===== src/rtl/pts_pkg.sv =====
// Shared state encoding and index-width helper for parallel_to_serial_rf.
package pts_pkg;

    typedef enum logic {
        PTS_IDLE = 1'b0,
        PTS_SEND = 1'b1
    } pts_state_e;

    // A single-element word still needs a one-bit index register.
    function automatic int pts_idx_width(input int n_elems);
        int w;
        w = $clog2(n_elems);
        return (w < 1) ? 1 : w;
    endfunction

endpackage


===== src/rtl/pts_index_counter.sv =====
// Element index counter: async reset, synchronous clear, advances on en and wraps after MAX.
module pts_index_counter #(
    parameter int MAX = 0,
    parameter int W   = 1
) (
    input  logic         clk,
    input  logic         rst,
    input  logic         clear,
    input  logic         en,
    output logic [W-1:0] idx,
    output logic         at_max
);

    logic [W-1:0] idx_q;
    logic [W-1:0] idx_d;

    assign at_max = (idx_q == W'(MAX));
    assign idx    = idx_q;

    always_comb begin
        idx_d = idx_q;
        if (clear) begin
            idx_d = '0;
        end else if (en) begin
            idx_d = at_max ? '0 : idx_q + W'(1);
        end
    end

    always_ff @(posedge clk or posedge rst) begin
        if (rst) begin
            idx_q <= '0;
        end else begin
            idx_q <= idx_d;
        end
    end

endmodule


===== src/rtl/parallel_to_serial_rf.sv =====
// Loads one packed word and streams its elements out one per accepted beat, element 0 first.
// Define PARALLEL_TO_SERIAL_BACK_TO_BACK_EN to accept the next word on the last beat (no bubble).
module parallel_to_serial_rf
    import pts_pkg::*;
#(
    parameter int WIDTH   = 1,
    parameter int N_ELEMS = 1
) (
    input  logic                       clk,
    input  logic                       rst,
    input  logic                       clear,
    input  logic                       in_valid,
    output logic                       in_ready,
    input  logic [N_ELEMS*WIDTH-1:0]   in,
    output logic                       out_valid,
    input  logic                       out_ready,
    output logic [WIDTH-1:0]           out,
    output logic                       out_last,
    output logic                       busy
);

    localparam int IDX_W = pts_idx_width(N_ELEMS);

    pts_state_e                 state_q;
    pts_state_e                 state_d;
    logic [N_ELEMS*WIDTH-1:0]   data_q;
    logic [N_ELEMS*WIDTH-1:0]   data_d;
    logic [IDX_W-1:0]           idx;
    logic                       at_max;
    logic                       sending;
    logic                       beat;
    logic                       load;
    logic [WIDTH-1:0]           elem;

    assign sending = (state_q == PTS_SEND);
    assign beat    = sending && out_ready;

    // The index only needs to advance on beats: it is already zero whenever a load can happen.
    pts_index_counter #(
        .MAX (N_ELEMS - 1),
        .W   (IDX_W)
    ) u_idx (
        .clk    (clk),
        .rst    (rst),
        .clear  (clear),
        .en     (beat),
        .idx    (idx),
        .at_max (at_max)
    );

`ifdef PARALLEL_TO_SERIAL_BACK_TO_BACK_EN
    assign in_ready = !clear && ((state_q == PTS_IDLE) || (beat && at_max));
`else
    assign in_ready = !clear && (state_q == PTS_IDLE);
`endif

    assign load = in_valid && in_ready;

    always_comb begin
        state_d = state_q;
        data_d  = data_q;
        if (clear) begin
            state_d = PTS_IDLE;
        end else begin
            if (beat && at_max) begin
                state_d = PTS_IDLE;
            end
            if (load) begin
                state_d = PTS_SEND;
                data_d  = in;
            end
        end
    end

    always_ff @(posedge clk or posedge rst) begin
        if (rst) begin
            state_q <= PTS_IDLE;
            data_q  <= '0;
        end else begin
            state_q <= state_d;
            data_q  <= data_d;
        end
    end

    always_comb begin
        elem = '0;
        for (int i = 0; i < N_ELEMS; i++) begin
            if (idx == IDX_W'(i)) begin
                elem = data_q[i*WIDTH +: WIDTH];
            end
        end
    end

    // Idle output is forced to zero so stray reads stand out.
    assign out_valid = sending;
    assign busy      = sending;
    assign out       = sending ? elem : '0;
    assign out_last  = sending && at_max;

endmodule

===== config.mk =====
export PLATFORM = sky130hd
export DESIGN_NAME = parallel_to_serial_rf
export DESIGN_NICKNAME = d
export VERILOG_FILES = /design/src/rtl/pts_pkg.sv /design/src/rtl/pts_index_counter.sv /design/src/rtl/parallel_to_serial_rf.sv
export SDC_FILE = /design/constraint.sdc
export NUM_CORES = 1
export LEC_CHECK = 0
export CAP_MARGIN = 20
export CELL_PAD_IN_SITES_DETAIL_PLACEMENT = 0
export CELL_PAD_IN_SITES_GLOBAL_PLACEMENT = 1
export CORE_AREA = 2 2 39 41
export DETAILED_ROUTE_END_ITERATION = 8
export DIE_AREA = 0 0 41 43
export PLACE_DENSITY = 0.56
export SYNTH_ARGS = -nofsm -noshare
export SYNTH_HDL_FRONTEND = slang
export SYNTH_HIERARCHICAL = 1
export SYNTH_SLANG_ARGS = --single-unit

===== constraint.sdc =====
create_clock -name clk -period 2.5 [get_ports clk]
set_clock_uncertainty 0.15 [all_clocks]
set_input_delay 0.5 -clock clk [delete_from_list [all_inputs] [get_ports clk]]
set_output_delay 0.5 -clock clk [all_outputs]
set_load 0.01 [all_outputs]

Word-level counts from Yosys, hierarchy flattened
Index checks and enable logic that the tools add are counted.
{ "word_totals": {"reg_bits": 3, "input_bits": 6, "elab_cells": 24} }
{ "op_classes": {"n_addsub": 1, "mux": 8, "bitwise_logic": 3, "n_reduce_logical": 9} }
{ "ops": {"columns": ["op", "n"], "rows": [
  ["1-bit 2-to-1 mux", 8],
  ["1-bit logical AND", 5],
  ["1-bit NOT", 3],
  ["3-bit nonzero test", 1],
  ["2-bit AND reduction", 1],
  ["2-bit nonzero test", 1],
  ["1-bit adder, second input constant", 1],
  ["1-bit logical NOT", 1]
]} }

Logic depth before layout (Yosys ltp)
Gate-level depths: netlist (run 1).
{ "logic_depth": {"ltp_word": 5, "depth_mapped": 3} }

Modules after synthesis
The synthesis (run 1) kept the hierarchy.
{ "modules_own_cells": {"columns": ["mod", "n_inst", "cells_each", "area_each_um2", "seq_area_each_um2"], "rows": [
  ["parallel_to_serial_rf", 1, 13, 127.6, 50.0],
  ["pts_index_counter", 1, 4, 22.5, 0.0]
]} }

Worst setup path before layout (run 1)
Ideal clock, no wire load.
{ "synth_timing": {"path_type": "reg2out", "start": "register state_q, in the netlist busy", "end": "output port out", "arrival_ns": 0.709, "slack_ns": 1.141, "path_stages_with_launch": 3, "path_cell_list": "dfrtp_1 > nand2_1 > nor2_1"} }
{ "synth_via": {"elab_chain_cells": 1} }
{ "synth_lines": {"columns": ["item", "line", "source"], "rows": [
  ["start, declared", "parallel_to_serial_rf.sv:24", "pts_state_e state_q;"],
  ["start signal, assigned", "parallel_to_serial_rf.sv:80", "state_q <= state_d;"],
  ["1-bit 2-to-1 mux", "parallel_to_serial_rf.sv:97", "assign out = sending ? elem : '0;"],
  ["end, declared", "parallel_to_serial_rf.sv:17", "output logic [WIDTH-1:0] out,"]
]} }
No other way between the ends.

Worst setup path after layout (run 1)
{ "layout_timing": {"start": "input port clear", "end": "output port in_ready"} }
{ "layout_via": {"elab_chain_cells": 2} }
{ "layout_lines": {"columns": ["item", "line", "source"], "rows": [
  ["start, declared", "parallel_to_serial_rf.sv:11", "input logic clear,"],
  ["1-bit logical NOT", "parallel_to_serial_rf.sv:54", "assign in_ready = !clear && (state_q == PTS_IDLE);"],
  ["1-bit logical AND", "parallel_to_serial_rf.sv:54", null],
  ["end, declared", "parallel_to_serial_rf.sv:13", "output logic in_ready,"]
]} }
No other way between the ends.

==> results_dict.tcl, run 1 <==
set metrics [dict create \
    drv_cap 0 \
    multi_input_area_um2 66.3 \
    worstPathMaxFanout 3 \
    diodes 0 \
    fin_setup_tns_ps 0 \
    hold_violations 0 \
    hold_class "input pin to asynchronous set/reset pin" \
    wl_met3_um 31 \
    post-route-period-util 0.903 \
    cts_tree "yes" \
    final-setup-viol-count 0 \
    first_pass_iters 2 \
    outcome "finished clean" \
    seq_area_um2 50.0 \
    num-nets-final 34 \
    htreeDepth 1 \
    wl_met2_um 190 \
    leakage_nw 0.112 \
    p_per_area_nw_per_um2 556 \
    grt_overflow_total 0 \
    dp_slack_ps 228 \
    crit_path_end_kind "output port" \
    fmax_mhz 443 \
    grt_setup_unrepaired "false" \
    topRoutingLayerUsed "met3" \
    die-area_um2 1760 \
    post-cts-setup-buffers 0 \
    viasPerCell 3.00 \
    cts_resized 0 \
    vdd_drop_max_mv 0.148 \
    n_fill_cell 160 \
    hold_buffers 0 \
    grt_pass1_vias 169 \
    layout_common_cells "clkdlybuf4s50_1 (10), nor2_1 (3), clkbuf_4 (3)" \
    yosys_warnings 6 \
    setup_ws_ps 243 \
    cts.path.max_buffers 2 \
    antenna_found_initial 0 \
    initial_core_util 0.103 \
    netlist_instances 16 \
    die_y_um 43 \
    crit_arrival_ps 1610 \
    numPortBuffers 10 \
    worstSkewPairLatency_ps 220 \
    drive_gt1_frac 0.231 \
    grt_pass1_wl_um 641 \
    track_usage 0.0643 \
    area_growth_pct 84.2 \
    finalInstanceArea_um2 263 \
    wire_per_inst_um 7.98 \
    drt_wl_total_um 335 \
    synth_area_um2 143 \
    min_period_ps 2260 \
    core_region_area_um2 1380 \
    whs_ps 285 \
    die_x_um 41 \
    final-max-slew-violation-count 0 \
    cts_buffers 3 \
    postSynthAreaPerCell_um2 8.91 \
    ios 11 \
    final_common_cell "clkdlybuf4s50_1" \
    critPathKind "input pin to output port" \
    routabilityCongestion 0.646 \
    drc 0 \
    rows 14 \
    ant_nets 0 \
    clkTransAtPathRegs_ps 30 \
    drt_first_iter_violations 1 \
    routedLengthMet1_um 113 \
    clockRootBuffer "clkbuf_4" \
    num_vias 126 \
    critPathLaunchType "input pin" \
    cts_sinks 2 \
    syn_nets 22 \
    crit_required_ps 1850 \
    placed_cell_area_um2 240 \
    grt_max_degree 8 \
]
flip-flops by register name (all words and copies together) (netlist names):
signal and flops:
busy 1, data_q 1
worst max-delay path: stages:
cell	delay (ps)
clkdlybuf4s50_1	460
nor2_1	110
clkdlybuf4s50_1	540
path summary, 6_finish.rpt:
check	from	endpoint	slack (ps)	cells past startpoint
max in group asynchronous	rst	data_q	1810	2
setup / recovery	clear	in_ready	240	3
setup reg to reg	busy	data_q	1240	2
hold / removal	rst	busy	290	2
min in group clk	data_q	data_q	360	1
hold reg to reg	data_q	data_q	360	1
layout make-up:
type / instances / share of cell area
Multi-Input combinational cell: 10 / 0.252
Tap cell: 16 / 0.0762
Inverter: 1 / 0.0143
Clock buffer: 3 / 0.0857
Timing Repair Buffer: 10 / 0.381
Sequential cell: 2 / 0.190
routing by layer:
| layer | track usage | vias up |
|---|---|---|
| li1 | - | 65 |
| met1 | 0.0579 | 56 |
| met2 | 0.0719 | 5 |
| met3 | 0.0419 | 0 |
| met4 | 0.100 | 0 |
| met5 | 0 | - |
metrics by stage:
step | std cells | utilization | power (mW)
floorplan | 16 | - | 0.0585
global placement | 39 | 0.174 | 0.0751
detailed placement | 39 | 0.174 | 0.0757
CTS | 42 | 0.190 | 0.152
global route | 42 | 0.190 | 0.161
finish | 42 | 0.190 | 0.146
report_power, final:
part / leakage, nW / internal [mW] / total, mW / switching, mW
Clock: 0.0138 / 0.0529 / 0.0713 / 0.0184
Sequential: 0.0244 / 0.0370 / 0.0410 / 0.00394
Combinational: 0.0738 / 0.0234 / 0.0339 / 0.0106
Total: 0.112 / 0.113 / 0.146 / 0.0329
Note: power is estimated with default switching activity, not from simulation.
==> run 2: changes to the inputs <==
--- a/config.mk
+++ b/config.mk
@@ -5,7 +5,7 @@
 export SDC_FILE = /design/constraint.sdc
 export NUM_CORES = 1
 export LEC_CHECK = 0
-export CAP_MARGIN = 20
+export ABC_CLOCK_PERIOD_IN_PS = 2500
 export CELL_PAD_IN_SITES_DETAIL_PLACEMENT = 0
 export CELL_PAD_IN_SITES_GLOBAL_PLACEMENT = 1
 export CORE_AREA = 2 2 39 41
==> results of run 2 <==
Final layout, timing and power as in run 1 (identical DEF).
==> run 3: changes to the inputs <==
--- a/config.mk
+++ b/config.mk
@@ -5,7 +5,7 @@
 export SDC_FILE = /design/constraint.sdc
 export NUM_CORES = 1
 export LEC_CHECK = 0
-export ABC_CLOCK_PERIOD_IN_PS = 2500
+export ABC_CLOCK_PERIOD_IN_PS = 2900
 export CELL_PAD_IN_SITES_DETAIL_PLACEMENT = 0
 export CELL_PAD_IN_SITES_GLOBAL_PLACEMENT = 1
 export CORE_AREA = 2 2 39 41
==> constraint.sdc (replaced) <==
create_clock -name clk -period 2.9 [get_ports clk]
set_clock_uncertainty 0.15 [all_clocks]
set_input_delay 0.58 -clock clk [delete_from_list [all_inputs] [get_ports clk]]
set_output_delay 0.58 -clock clk [all_outputs]
set_load 0.01 [all_outputs]
==> results of run 3 <==
The final DEF is identical to that of run 1. Status: finished clean.
Main changes from that run: setup slack after placement 228 ps -> 468 ps; setup slack after layout 243 ps -> 483 ps; hold slack 285 ps -> 357 ps; register-to-register setup slack 1240 ps -> 1640 ps; total power 0.146 mW -> 0.126 mW; worst IR drop on VDD 0.148 mV -> 0.128 mV
